==> config.mk <==
export PLATFORM = sky130hd
export DESIGN_NAME = axi4_lite_interconnect_m1sn
export DESIGN_NICKNAME = d
export VERILOG_FILES = /design/src/rtl/axi4_lite_interconnect_m1sn.sv
export SDC_FILE = /design/constraint.sdc
export NUM_CORES = 1
export LEC_CHECK = 0
export BUFFER_PORTS_ARGS = -buffer_cell sky130_fd_sc_hd__buf_2
export CORE_AREA = 2 2 286 288
export DETAILED_ROUTE_END_ITERATION = 8
export DIE_AREA = 0 0 288 290
export HOLD_SLACK_MARGIN = 0.08
export PLACE_DENSITY = 0.37
export SLEW_MARGIN = 15
export SYNTH_ARGS = -nofsm -noshare
export SYNTH_HDL_FRONTEND = slang
export SYNTH_SLANG_ARGS = --single-unit
==> constraint.sdc <==
create_clock -name iCLK -period 4 [get_ports iCLK]
set_input_delay 0.4 -clock iCLK [delete_from_list [all_inputs] [get_ports iCLK]]
set_output_delay 0.4 -clock iCLK [all_outputs]
set_load 0.01 [all_outputs]
==> src/rtl/axi4_lite_interconnect_m1sn.sv <==
// 1-master / N-slave AXI4-Lite interconnect.
// Each master transaction is decoded against an inclusive [low, high] address
// window per slave and routed to that slave. Addresses outside every window are
// answered locally with DECERR. The write and read paths are independent, and
// each path has at most one transaction in flight.
//
// Write FSM
//   state     | meaning
//   WR_IDLE   | accepting AW, latch address and target slave
//   WR_ADDR   | presenting AW to the selected slave
//   WR_DATA   | passing W between master and the selected slave
//   WR_RESP   | passing B from the selected slave back to the master
//   WR_DERR_W | unmapped write, swallowing the W beat
//   WR_DERR_B | unmapped write, returning DECERR on B
// Read FSM
//   state     | meaning
//   RD_IDLE   | accepting AR, latch address and target slave
//   RD_ADDR   | presenting AR to the selected slave
//   RD_DATA   | passing R from the selected slave back to the master
//   RD_DERR   | unmapped read, returning zero data with DECERR
module axi4_lite_interconnect_m1sn #(
    parameter int NUM_SLAVES = 4,
    parameter int ADDR_WIDTH = 32,
    parameter int DATA_WIDTH = 32,
    parameter logic [NUM_SLAVES*ADDR_WIDTH-1:0] ADDR_LOW  = '0,
    parameter logic [NUM_SLAVES*ADDR_WIDTH-1:0] ADDR_HIGH = '0
) (
    input  logic                             iCLK,
    input  logic                             iRST,
    input  logic                             m_AWVALID,
    input  logic [ADDR_WIDTH-1:0]            m_AWADDR,
    output logic                             m_AWREADY,
    input  logic                             m_WVALID,
    input  logic [DATA_WIDTH-1:0]            m_WDATA,
    input  logic [DATA_WIDTH/8-1:0]          m_WSTRB,
    output logic                             m_WREADY,
    output logic                             m_BVALID,
    output logic [1:0]                       m_BRESP,
    input  logic                             m_BREADY,
    input  logic                             m_ARVALID,
    input  logic [ADDR_WIDTH-1:0]            m_ARADDR,
    output logic                             m_ARREADY,
    output logic                             m_RVALID,
    output logic [DATA_WIDTH-1:0]            m_RDATA,
    output logic [1:0]                       m_RRESP,
    input  logic                             m_RREADY,
    output logic [NUM_SLAVES-1:0]            s_AWVALID,
    output logic [NUM_SLAVES*ADDR_WIDTH-1:0] s_AWADDR,
    input  logic [NUM_SLAVES-1:0]            s_AWREADY,
    output logic [NUM_SLAVES-1:0]            s_WVALID,
    output logic [NUM_SLAVES*DATA_WIDTH-1:0] s_WDATA,
    output logic [NUM_SLAVES*DATA_WIDTH/8-1:0] s_WSTRB,
    input  logic [NUM_SLAVES-1:0]            s_WREADY,
    input  logic [NUM_SLAVES-1:0]            s_BVALID,
    input  logic [NUM_SLAVES*2-1:0]          s_BRESP,
    output logic [NUM_SLAVES-1:0]            s_BREADY,
    output logic [NUM_SLAVES-1:0]            s_ARVALID,
    output logic [NUM_SLAVES*ADDR_WIDTH-1:0] s_ARADDR,
    input  logic [NUM_SLAVES-1:0]            s_ARREADY,
    input  logic [NUM_SLAVES-1:0]            s_RVALID,
    input  logic [NUM_SLAVES*DATA_WIDTH-1:0] s_RDATA,
    input  logic [NUM_SLAVES*2-1:0]          s_RRESP,
    output logic [NUM_SLAVES-1:0]            s_RREADY
);

    localparam int SEL_WIDTH = (NUM_SLAVES > 1) ? $clog2(NUM_SLAVES) : 1;
    localparam logic [1:0] RESP_DECERR = 2'b11;

    typedef enum logic [2:0] {
        WR_IDLE, WR_ADDR, WR_DATA, WR_RESP, WR_DERR_W, WR_DERR_B
    } wr_state_t;

    typedef enum logic [1:0] {
        RD_IDLE, RD_ADDR, RD_DATA, RD_DERR
    } rd_state_t;

    wr_state_t wr_state, wr_next;
    rd_state_t rd_state, rd_next;
    logic [SEL_WIDTH-1:0]  wr_sel, rd_sel;
    logic [ADDR_WIDTH-1:0] awaddr_q, araddr_q;
    logic [SEL_WIDTH:0]    aw_dec, ar_dec;

    // Returns {hit, index}. Scanning from the top down lets the lowest index win
    // on overlapping windows. The window test is written as an offset compare so
    // a zero base does not turn into a degenerate "addr >= 0" comparison.
    function automatic logic [SEL_WIDTH:0] decode(input logic [ADDR_WIDTH-1:0] addr);
        logic [SEL_WIDTH:0]  res;
        logic [ADDR_WIDTH-1:0] lo, hi;
        res = '0;
        for (int k = NUM_SLAVES - 1; k >= 0; k--) begin
            lo = ADDR_LOW[k*ADDR_WIDTH +: ADDR_WIDTH];
            hi = ADDR_HIGH[k*ADDR_WIDTH +: ADDR_WIDTH];
            if ((lo <= hi) && ((addr - lo) <= (hi - lo)))
                res = {1'b1, SEL_WIDTH'(k)};
        end
        return res;
    endfunction

    assign aw_dec = decode(m_AWADDR);
    assign ar_dec = decode(m_ARADDR);

    assign s_AWADDR = {NUM_SLAVES{awaddr_q}};
    assign s_ARADDR = {NUM_SLAVES{araddr_q}};
    assign s_WDATA  = {NUM_SLAVES{m_WDATA}};
    assign s_WSTRB  = {NUM_SLAVES{m_WSTRB}};

    // Write path state, latched address and target slave.
    always_ff @(posedge iCLK) begin
        if (iRST) begin
            wr_state <= WR_IDLE;
            wr_sel   <= '0;
            awaddr_q <= '0;
        end else begin
            wr_state <= wr_next;
            if (wr_state == WR_IDLE && m_AWVALID) begin
                awaddr_q <= m_AWADDR;
                wr_sel   <= aw_dec[SEL_WIDTH-1:0];
            end
        end
    end

    // Write path next state and routing; READY is held low while reset is applied.
    always_comb begin
        wr_next   = wr_state;
        m_AWREADY = 1'b0;
        m_WREADY  = 1'b0;
        m_BVALID  = 1'b0;
        m_BRESP   = 2'b00;
        s_AWVALID = '0;
        s_WVALID  = '0;
        s_BREADY  = '0;
        case (wr_state)
            WR_IDLE: begin
                m_AWREADY = !iRST;
                if (m_AWVALID)
                    wr_next = aw_dec[SEL_WIDTH] ? WR_ADDR : WR_DERR_W;
            end
            WR_ADDR: begin
                s_AWVALID[wr_sel] = 1'b1;
                if (s_AWREADY[wr_sel])
                    wr_next = WR_DATA;
            end
            WR_DATA: begin
                s_WVALID[wr_sel] = m_WVALID;
                m_WREADY         = s_WREADY[wr_sel];
                if (m_WVALID && s_WREADY[wr_sel])
                    wr_next = WR_RESP;
            end
            WR_RESP: begin
                m_BVALID         = s_BVALID[wr_sel];
                m_BRESP          = s_BRESP[2*wr_sel +: 2];
                s_BREADY[wr_sel] = m_BREADY;
                if (s_BVALID[wr_sel] && m_BREADY)
                    wr_next = WR_IDLE;
            end
            WR_DERR_W: begin
                m_WREADY = 1'b1;
                if (m_WVALID)
                    wr_next = WR_DERR_B;
            end
            WR_DERR_B: begin
                m_BVALID = 1'b1;
                m_BRESP  = RESP_DECERR;
                if (m_BREADY)
                    wr_next = WR_IDLE;
            end
            default: wr_next = WR_IDLE;
        endcase
    end

    // Read path state, latched address and target slave.
    always_ff @(posedge iCLK) begin
        if (iRST) begin
            rd_state <= RD_IDLE;
            rd_sel   <= '0;
            araddr_q <= '0;
        end else begin
            rd_state <= rd_next;
            if (rd_state == RD_IDLE && m_ARVALID) begin
                araddr_q <= m_ARADDR;
                rd_sel   <= ar_dec[SEL_WIDTH-1:0];
            end
        end
    end

    // Read path next state and routing; READY is held low while reset is applied.
    always_comb begin
        rd_next   = rd_state;
        m_ARREADY = 1'b0;
        m_RVALID  = 1'b0;
        m_RDATA   = '0;
        m_RRESP   = 2'b00;
        s_ARVALID = '0;
        s_RREADY  = '0;
        case (rd_state)
            RD_IDLE: begin
                m_ARREADY = !iRST;
                if (m_ARVALID)
                    rd_next = ar_dec[SEL_WIDTH] ? RD_ADDR : RD_DERR;
            end
            RD_ADDR: begin
                s_ARVALID[rd_sel] = 1'b1;
                if (s_ARREADY[rd_sel])
                    rd_next = RD_DATA;
            end
            RD_DATA: begin
                m_RVALID         = s_RVALID[rd_sel];
                m_RDATA          = s_RDATA[DATA_WIDTH*rd_sel +: DATA_WIDTH];
                m_RRESP          = s_RRESP[2*rd_sel +: 2];
                s_RREADY[rd_sel] = m_RREADY;
                if (s_RVALID[rd_sel] && m_RREADY)
                    rd_next = RD_IDLE;
            end
            RD_DERR: begin
                m_RVALID = 1'b1;
                m_RRESP  = RESP_DECERR;
                if (m_RREADY)
                    rd_next = RD_IDLE;
            end
            default: rd_next = RD_IDLE;
        endcase
    end

endmodule

# --- After elaboration in Yosys (flattened, before gate mapping) ---
# Cells that the tools add are included.
# W data, S select, Z words.
totals:
  regBits: 73
  in_bits: 271
  output_inout_bits: 461
  word_cells: 91
op_classes:
  n_shift: 3
  order_cmp: 6
  n_reduce_logical: 12
  eq_ne: 18
  n_mux: 43
  bitwise_logic: 3
ops:
  columns: ["operator", "count"]
  rows:
  - ["$shiftx A128 B8 Y32", 1]
  - ["$le A32 B1 Y1 const B", 2]
  - ["$mux W32", 1]
  - ["$mux W3", 9]
  - ["$mux W4", 5]
  - ["$ne A2 B2 Y1 const B", 10]
  - ["$pmux W3 S6", 1]
  - ["$shiftx A8 B4 Y2", 2]
  - ["$and A4 B4 Y4", 3]
  - ["$bmux W1 S2", 5]
  - ["$mux W2", 5]
  - ["$mux W1", 9]
  - ["$pmux W2 S2", 2]
  - ["$pmux W2 S4", 1]
  - ["$logic_and A1 B1 Y1", 7]
  - ["$eq A3 B2 Y1 const B", 2]
  - ["$eq A3 B3 Y1 const B", 2]
  - ["$lt A2 B3 Y1 const B", 2]
  - ["$pmux W1 S2", 3]
  - ["$reduce_and A6 Y1", 1]
  - ["$demux W1 S2", 2]
  - ["$eq A2 B2 Y1 const B", 2]
  - ["$ge A2 B1 Y1 const B", 2]
  - ["$reduce_and A4 Y1", 1]
  - ["5 further kinds", 5]

# --- Depth between registers and ports, before layout ---
# Gate-level depths: netlist (run 1).
logic_depth:
  ltp_word: 6
  ltp_mapped: 6
  mapped_depth_nobuf: 5

# --- Worst setup path before layout (run 1) ---
# OpenSTA, ideal clock, no wires.
synth_timing:
  path_kind: "register to output"
  start: "reg wr_state[1]"
  end: "out m_BRESP[0]"
  arrival_time_ps: 1198
  required_time_ps: 3600
  stages_incl_launch_ff: 5
  path_buffers: 1
  setup_slack_ps: 2402
  cell_sequence: "dfxtp_1 > buf_2 > nor2b_1 > nand2_1 > a21boi_0"
synth_between:
  elab_chain_cells: 2
  word_cells_on_any_way: 3
  cone_classes: "2 x eq/ne; 1 x mux"
synth_lines:
  columns: ["item", "line_no", "source"]
  rows:
  - ["start: declaration", "77", "wr_state_t wr_state, wr_next;"]
  - ["start signal: assignment", "114", "wr_state <= wr_next;"]
  - ["$eq A3 B3 Y1 or $eq A3 B2 Y1 (tied branches)", "132", "case (wr_state)"]
  - ["$pmux W2 S2 (*)", "132", null]
  - ["end: declaration", "38", "output logic [1:0] m_BRESP,"]
# Every way passes the cells marked *; elsewhere a longest branch is shown, timed or not.

# --- Final worst setup path (run 1) ---
layout_timing:
  start: "reg rd_state[1]"
  end: "out m_RDATA[23]"
layout_between:
  elab_chain_cells: 2
layout_lines:
  columns: ["item", "line_no", "source"]
  rows:
  - ["start: declaration", "78", "rd_state_t rd_state, rd_next;"]
  - ["start signal: assignment", "178", "rd_state <= rd_next;"]
  - ["$eq A2 B2 Y1", "195", "case (rd_state)"]
  - ["$mux W32", "195", null]
  - ["end: declaration", "44", "output logic [DATA_WIDTH-1:0] m_RDATA,"]
# No other way between the ends.

==> results of run 1 <==
-- layer usage --
layer	part of all wire, %	vias to the layer above	track usage [%]
li1	-	2185	-
met1	30	1969	4.82
met2	53	401	10.9
met3	14	52	3.40
met4	3.5	2	3.03
met5	0.027	-	0
-- power by group through the flow --
stage / clock (mW) / sequential, mW / combinational, mW
finish: 0.944 / 0.859 / 0.776
global route: 1.04 / 0.879 / 0.854
CTS: 1.02 / 0.863 / 0.791
detailed placement: 0 / 0.879 / 0.790
global placement: 0 / 0.877 / 0.797
floorplan: 0 / 0.869 / 0.774
-- flip-flops by register name, indices dropped and copies added (netlist names) --
register / flops
araddr_q: 32
rd_state: 2
wr_state: 3
awaddr_q: 32
-- kinds of logic after synthesis --
family / count (synthesis)
simple gates: 223
buf+inv: 382
mux: 1
other cells: 1
flops: 69
compound gates: 83
-- cells in the mapped netlist --
cell / number
and3_1: 2
nand3_1: 2
nand2b_1: 4
inv_1: 2
nor3_1: 5
nor3_2: 1
nand4_1: 5
buf_4: 351
mux2i_1: 1
a32o_1: 1
o21ai_0: 2
buf_6: 3
clkbuf_1: 12
a21o_1: 1
nor2_1: 6
o221a_2: 1
nand2b_4: 1
and2_1: 34
a21oi_1: 68
a31oi_1: 1
conb_1: 1
or3b_1: 1
a21boi_0: 3
a211oi_1: 1
or3_1: 1
buf_2: 14
a221oi_1: 1
nand2_1: 140
nor2b_1: 3
o211ai_1: 1
dfxtp_1: 69
nor2_2: 1
o21a_1: 3
nor4_1: 17
-- per-stage QoR --
stage	hold slack [ps]	power, mW	instances
after floorplan	516	1.64	773
after global placement	478	1.67	1873
after detailed placement	484	1.67	1873
after CTS	226	2.67	1889
after global routing	249	2.77	1890
final	276	2.58	1891
-- worst reg2reg max path: stages (launching register included) --
cell      delay [ps]
dfxtp_1          610
nand2b_4         250
or3_1            700
buf_4            330
nand2_1           70
a21oi_1          130
-- cell type report --
cell class	instances	area, um2	area share [%]
clock inverters	4	70.1	1.04
flip-flops and latches	69	1380	20.5
well taps	1060	1330	19.7
inverters	2	7.51	0.111
repair buffers	420	2120	31.4
clock buffers	12	256	3.80
multi-input cells	322	1580	23.4
diodes	2	5.00	0.0742
-- worst max path at each step --
stage | cells after the start | start | slack [ps] | to
2_1_floorplan | 4 | wr_state[1] | 2400 | m_BRESP[0]
3_3_place_gp | 3 | rd_state[1] | 1650 | m_RDATA[23]
3_5_place_dp | 3 | rd_state[1] | 1680 | m_RDATA[23]
4_1_cts | 3 | rd_state[1] | 1240 | m_RDATA[23]
5_1_grt | 3 | rd_state[1] | 1140 | m_RDATA[23]
6_report | 3 | rd_state[1] | 1340 | m_RDATA[23]
==> results.cfg, run 1 <==
[placement]
placed_area_um2 = 6410
io_buffers = 413
dp_hpwl_mm = 22.1
place_congestion = 0.792
place_ws_ps = 1680

[timing]
setup_ws_ps = 1340
fin_tns_setup_ps = 0
hold_viol = 0
rsz0062_at_grt = no
relSlewSlack_pct = 37.1
setup_viol = 0
period_needed_ps = 2660
slew_viol_final = 0
fmax_ghz = 0.376
clock_skew_ps = 11.0
fin_crit_sh_pct = 66.5
worst_slew_pin_slew_ps = 939

[synthesis]
synthXorXnorAreaFrac_pct = 0
synth.area.top_cells = buf_4, dfxtp_1, nand2_1
ys_ff_latch = 69
ys_warn_count = 0
synthMuxAreaShare_pct = 0.176
synth_simple_gate_area_share_pct = 18.2
synth_top_family_by_area = buffers and inverters
synth.avg_cell_area_um2 = 7.48
synth_compound_area_share_pct = 8.00
ys_seq_area_share_pct = 24.3
synth_top_cell_by_area = buf_4
syn_inst = 759
synthAdderAreaFrac_pct = 0
synth.top_cell.area_share_pct = 46.4
yosys.cell_types.count = 34
netlist_area_um2 = 5680

[floorplan]
coreArea_um2 = 80200
dieArea_um2 = 83500
dieWidth_um = 288
start_util_pct = 7.08
row_count = 104
io-pin-count = 732
die_h_um = 290

[layout]
finish.net_count = 1095
area_growth_pct = 18.8
utilization_pct = 8.41
layout_common_cells = buf_2, nand2_1, dfxtp_1
drive_above_1_share_pct = 53.2
final_cell_area_um2 = 6740
final_common_cell = buf_2
nFillCells = 9442

[global_route]
grt_pass1_vias = 4118
antenna_found_initial = 4
grt_pass1_wl_mm = 33.0
overflow = 0
grt_usage_pct = 5.87
grt_max_degree = 34

[power_and_ir_drop]
power.density_nw_per_um2 = 382
internal_power_mw = 1.65
p_switching_mw = 0.929
pwr-share-clk_pct = 36.6
pwr-share-seq_pct = 33.3
netSwitchingFraction_pct = 36.0
pwr-share-comb_pct = 30.1
power_leakage_nw = 3.31
irDropWorstVdd_mv = 0.209

[route]
vias = 4609
drtIter0Drc = 165
wire_per_inst_um = 13.5
via_per_inst = 2.44
final_antenna_net_count = 0
drc_errors = 0
routed_wl_mm = 25.6
first_pass_iters = 4

[clock_tree]
post_cts_buffers = 0
cts.path.max_buffers = 2
clock_latency_ps = 370
cts_buffers = 9
cts_tree = built
clk_pin_slew_ps = 70
cts_resized = 0
h-tree-depth = 3
clock-sinks = 69
root_buffer = clkbuf_16
holdBufCountCts = 0

[setup_path]
cp-end-kind = output pin
worstPathArrival_ps = 2260
crit_required_ps = 3600
crit_family = simple AND/OR/NAND/NOR gates
worstSetupStartpointType = flip-flop
critPathBufInv = 1
r2r-start = wr_state[1]
r2r_slack_ps = 1830
r2r_cells = 5
critical_path_class = reg -> out
cp_max_fo = 33
worstPathCellList = nor2b_2 -> and2_1 -> buf_2
timing.rr.end = awaddr_q[26]
max_stage_delay_ps = 830
cpMaxStageDelayCell = nor2b_2

[min_path]
min_path_type = in -> reg
hold_start = m_ARADDR[23]
holdPathEnd = araddr_q[23]
whs_path_depth = 3

[outcome]
status = completed

[flow_run]
max_cap_violations = 0
Note: power is estimated with default switching activity, not from simulation.
==> inputs of run 2 (changes only) <==
==> constraint.sdc (replaced) <==
create_clock -name iCLK -period 2.6 [get_ports iCLK]
set_input_delay 0.26 -clock iCLK [delete_from_list [all_inputs] [get_ports iCLK]]
set_output_delay 0.26 -clock iCLK [all_outputs]
set_load 0.01 [all_outputs]
==> run 2 against run 1 <==
Net effect:
- wire length is 0.57% lower
- critical endpoint is now m_BRESP[1]
- first-iteration DRC count down 7.9%
- combinational power is 56% higher
- non-clock buffer count increased by 8
- largest power group unchanged
- clock power increased by 62%
- total power increased by 57%
- sequential share of layout area shrank 0.28 points
==> results.cfg, run 2 (same netlist as run 1, synthesis figures left out) <==
[clock_tree]
cts_buffers = 9
post_cts_buffers = 0
holdBufCountCts = 0
root_buffer = clkbuf_16
clock_latency_ps = 370
clk_pin_slew_ps = 70
clock-sinks = 69
cts.path.max_buffers = 2
h-tree-depth = 3
cts_tree = built
cts_resized = 0

[setup_path]
worstPathArrival_ps = 1850
cpMaxStageDelayCell = dfxtp_1
crit_required_ps = 2340
critical_path_class = reg -> out
cp_max_fo = 15
worstSetupStartpointType = flip-flop
crit_family = flip-flops
max_stage_delay_ps = 480
worstPathCellList = nor2b_1 -> nand2_1 -> a21boi_0 -> buf_2
critPathBufInv = 1
cp-end-kind = output pin

[floorplan]
coreArea_um2 = 80200
dieArea_um2 = 83500
dieWidth_um = 288
start_util_pct = 7.08
row_count = 104
io-pin-count = 732
die_h_um = 290

[timing]
fmax_ghz = 0.473
fin_crit_sh_pct = 81.2
clock_skew_ps = 7.54
period_needed_ps = 2110
worst_slew_pin_slew_ps = 737
setup_viol = 0
hold_viol = 0
slew_viol_final = 0
rsz0062_at_grt = no
worst_hold_slack_ps = 133
relSlewSlack_pct = 50.7
fin_tns_setup_ps = 0

[flow_run]
max_cap_violations = 0

[global_route]
grt_max_degree = 34
antenna_found_initial = 6
grt_pass1_vias = 4218
grt_usage_pct = 5.86
overflow = 0
grt_pass1_wl_mm = 33.2

[power_and_ir_drop]
irDropWorstVdd_mv = 0.304
power.density_nw_per_um2 = 593
power_leakage_nw = 3.36
finalPower_mw = 4.05

[route]
via_per_inst = 2.45
drc_errors = 0
first_pass_iters = 4
wire_per_inst_um = 13.4
drtIter0Drc = 152
vias = 4646
final_antenna_net_count = 0
routed_wl_mm = 25.5

[outcome]
status = completed

[layout]
layout_common_cells = buf_2, nand2_1, dfxtp_1
finish.net_count = 1103
area_growth_pct = 20.5
reg.largest.list = araddr_q (32), awaddr_q (32), wr_state (3)
drive_above_1_share_pct = 53.8
final_common_cell = buf_2

[placement]
io_buffers = 413
place_congestion = 0.790
dp_hpwl_mm = 22.1

[min_path]
min_path_type = in -> reg
==> run 2: area by class of cell <==
class / count / area, um2
fillers: 9493 / 73300
inverters: 2 / 7.51
diodes: 3 / 7.51
flip-flops and latches: 69 / 1380
clock buffers: 9 / 225
multi-input cells: 322 / 1580
repair buffers: 428 / 2190
clock inverters: 7 / 121
well taps: 1060 / 1330
==> run 2: final timing paths <==
kind | from | cells past startpoint | slack, ps | endpoint
min | m_ARADDR[23] | 3 | 130 | araddr_q[23]
max reg2reg | rd_state[1] | 5 | 860 | araddr_q[9]
min reg2reg | awaddr_q[21] | 2 | 490 | awaddr_q[21]
max | wr_state[2] | 4 | 490 | m_BRESP[1]
==> run 2: tightest hold or removal path, delay by kind of cell <==
family	cells	cell delay, ps
compound gates	1	50
buf+inv	1	100
simple gates	1	50
==> run 2: layer usage <==
layer  GRT usage (%)  wire (um)
met5               0         13
met4            2.96        952
met3            3.26       3550
met2            11.0      13300
met1            4.84       7630
==> run 2: per-stage QoR <==
stage / util (%) / setup slack (ps) / instance area, um2 / cells
2_1_floorplan: - / 1140 / 5730 / 773
3_3_place_gp: 8.09 / 527 / 6480 / 1881
3_5_place_dp: 8.09 / 542 / 6480 / 1881
4_1_cts: 8.52 / 321 / 6830 / 1897
5_1_grt: 8.52 / 184 / 6830 / 1898
6_report: 8.53 / 488 / 6840 / 1900
==> run 2: report_power, final <==
part           internal [mW]  switching [mW]
registers               1.16           0.154
logic                  0.496           0.711
clock network          0.945           0.582
==> inputs of run 3 (changes only) <==
--- a/config.mk
+++ b/config.mk
@@ -5,12 +5,13 @@
 export SDC_FILE = /design/constraint.sdc
 export NUM_CORES = 1
 export LEC_CHECK = 0
+export ABC_AREA = 1
 export BUFFER_PORTS_ARGS = -buffer_cell sky130_fd_sc_hd__buf_2
-export CORE_AREA = 2 2 286 288
+export CORE_AREA = 2 2 281 283
 export DETAILED_ROUTE_END_ITERATION = 8
-export DIE_AREA = 0 0 288 290
+export DIE_AREA = 0 0 283 285
 export HOLD_SLACK_MARGIN = 0.08
-export PLACE_DENSITY = 0.37
+export PLACE_DENSITY = 0.39
 export SLEW_MARGIN = 15
 export SYNTH_ARGS = -nofsm -noshare
 export SYNTH_HDL_FRONTEND = slang
==> constraint.sdc (replaced) <==
create_clock -name iCLK -period 1.91 [get_ports iCLK]
set_input_delay 0.191 -clock iCLK [delete_from_list [all_inputs] [get_ports iCLK]]
set_output_delay 0.191 -clock iCLK [all_outputs]
set_load 0.01 [all_outputs]
==> run 3 against run 2 <==
Net effect:
- global-route usage grew 0.64 points
- clock skew up 11 ps
- sequential share of layout area decreased by 1.9 points
- via count is 12% higher
- sequential cell count is the same
- critical path depth up 2
- synthesized cell count grew 13%
- worst hold slack worse by 8.3 ps
- highest routed layer is now met4
==> results.cfg, run 3 <==
[clock_tree]
clock-sinks = 69
clk_pin_slew_ps = 70
post_cts_buffers = 0
h-tree-depth = 3
cts_buffers = 9
root_buffer = clkbuf_16
clock_latency_ps = 370
cts_tree = built
cts.path.max_buffers = 2

[synthesis]
yosys.cell_types.count = 28
ys_async_sr_fraction_pct = 0
synth_compound_area_share_pct = 5.95
synth.avg_cell_area_um2 = 6.96
syn_inst = 855
synth-edff-count = 0
synth_top_cell_by_area = buf_4
synthAdderAreaFrac_pct = 0
yosysMostFrequentCell = buf_4
synthXorXnorAreaFrac_pct = 0
synth_top_family_by_area = buffers and inverters
synthTopCellsByCount = buf_4, nor2_1, dfxtp_1
ys_warn_count = 0
synthFlopType = dfxtp_1
synthMuxAreaShare_pct = 0
synth.area.top_cells = buf_4, dfxtp_1, nor2_1
netlist_area_um2 = 5950
ys_seq_area_share_pct = 23.2
synth_simple_gate_area_share_pct = 19.9
ys_ff_latch = 69
synth.top_cell.area_share_pct = 44.4

[route]
maxUsedRoutingLayer = met4
first_pass_iters = 6
routed_wl_mm = 27.1
drc_errors = 0
routed-wl-met3_mm = 3.12
drtIter0Drc = 144
via_per_inst = 2.55
final_antenna_net_count = 0
drt-met1-wl_mm = 9.28
dr_wl_met2_mm = 13.5
vias = 5209
wire_per_inst_um = 13.3

[layout]
reg.largest.list = araddr_q (32), awaddr_q (32), wr_state (3)
finalNonFillerCells = 2039
area_growth_pct = 26.5
finish.net_count = 1255
layout_common_cells = buf_2, nor2_1, dfxtp_1
drive_above_1_share_pct = 46.4
multi_input_area_um2 = 1590
nFillCells = 9114
seq_area_um2 = 1380
final_common_cell = buf_2
final_cell_area_um2 = 7530

[power_and_ir_drop]
power_leakage_nw = 3.99
power.density_nw_per_um2 = 913
irDropWorstVdd_mv = 0.386

[global_route]
grt_usage_pct = 6.50
grt_pass1_wl_mm = 36.0
grt_max_degree = 37
antenna_found_initial = 4
overflow = 0
grt_pass1_vias = 4705

[timing]
worst_hold_slack_ps = 124
fin_crit_sh_pct = 89.5
clock_skew_ps = 18.5
relSlewSlack_pct = 46.7
fmax_ghz = 0.585
setup_ws_ps = 201
slew_viol_final = 0
rsz0062_at_grt = no
setup_viol = 0
hold_viol = 0
worst_slew_pin_slew_ps = 799
period_needed_ps = 1710
fin_tns_setup_ps = 0

[floorplan]
die_h_um = 285
io-pin-count = 732
start_util_pct = 7.63
dieWidth_um = 283
coreArea_um2 = 78000
dieArea_um2 = 80700
row_count = 103

[setup_path]
cp-end-kind = output pin
crit_required_ps = 1720
cp_max_fo = 33
worstPathArrival_ps = 1520
critical_path_class = reg -> out
r2r_slack_ps = 290
worstSetupStartpointType = flip-flop

[flow_run]
max_cap_violations = 0

[placement]
dp_cells = 1969
place_congestion = 0.796
io_buffers = 413
dp_hpwl_mm = 22.8
placed_area_um2 = 6710
place_ws_ps = 256

[min_path]
min_path_type = in -> reg

[outcome]
status = completed
## run 3: critical path, stage by stage, from the launching register on
cell     delay (ps)
dfxtp_1         300
buf_4           150
inv_1           130
nand2_1          80
buf_6           180
nor2_1          140
buf_2           150
## run 3: where the power goes
part | switching [mW] | total (mW) | leakage, nW | internal [mW]
Sequential | 0.397 | 2.09 | 0.568 | 1.70
Combinational | 1.87 | 3.09 | 3.29 | 1.22
Clock | 0.754 | 1.69 | 0.134 | 0.934
Total | 3.02 | 6.87 | 3.99 | 3.85
## run 3: timing repair
item,4_1_cts,5_1_grt
hold buffers,54,0
endpoints found under the hold margin,54,0
endpoints found under the setup margin,0,10
resized for setup,0,1
## run 3: cell families after synthesis
logic type,after synthesis
compound gates,70
simple gates,275
flops,69
other cells,1
buf+inv,440
## run 3: stage by stage
step	power, mW	util (%)
finish	6.87	9.66
global route	7.42	9.65
CTS	7.11	9.65
detailed placement	5.21	8.61
global placement	5.23	8.61
floorplan	4.88	-
## run 3: worst paths after layout
| check | start | endpoint | cells past startpoint |
|---|---|---|---|
| max | rd_state[0] | m_RDATA[10] | 6 |
| min | m_AWADDR[1] | awaddr_q[1] | 3 |
| max reg2reg | rd_state[0] | araddr_q[19] | 7 |
| min reg2reg | awaddr_q[23] | awaddr_q[23] | 2 |
## run 3: layer usage
layer / GRT usage (%) / up-vias
li1: - / 2517
met1: 6.20 / 2206
met2: 11.6 / 430
met3: 3.01 / 56
met4: 3.52 / 0
met5: 0 / -
## run 3: final cells by class
cell class | count | share of cell area (%)
antenna | 2 | 0.0665
tap | 1050 | 17.4
timing repair buffer | 482 | 36.3
inverter | 62 | 3.09
clock buffer | 12 | 3.41
clock inverter | 2 | 0.133
multi-input combinational | 360 | 21.2
sequential | 69 | 18.3
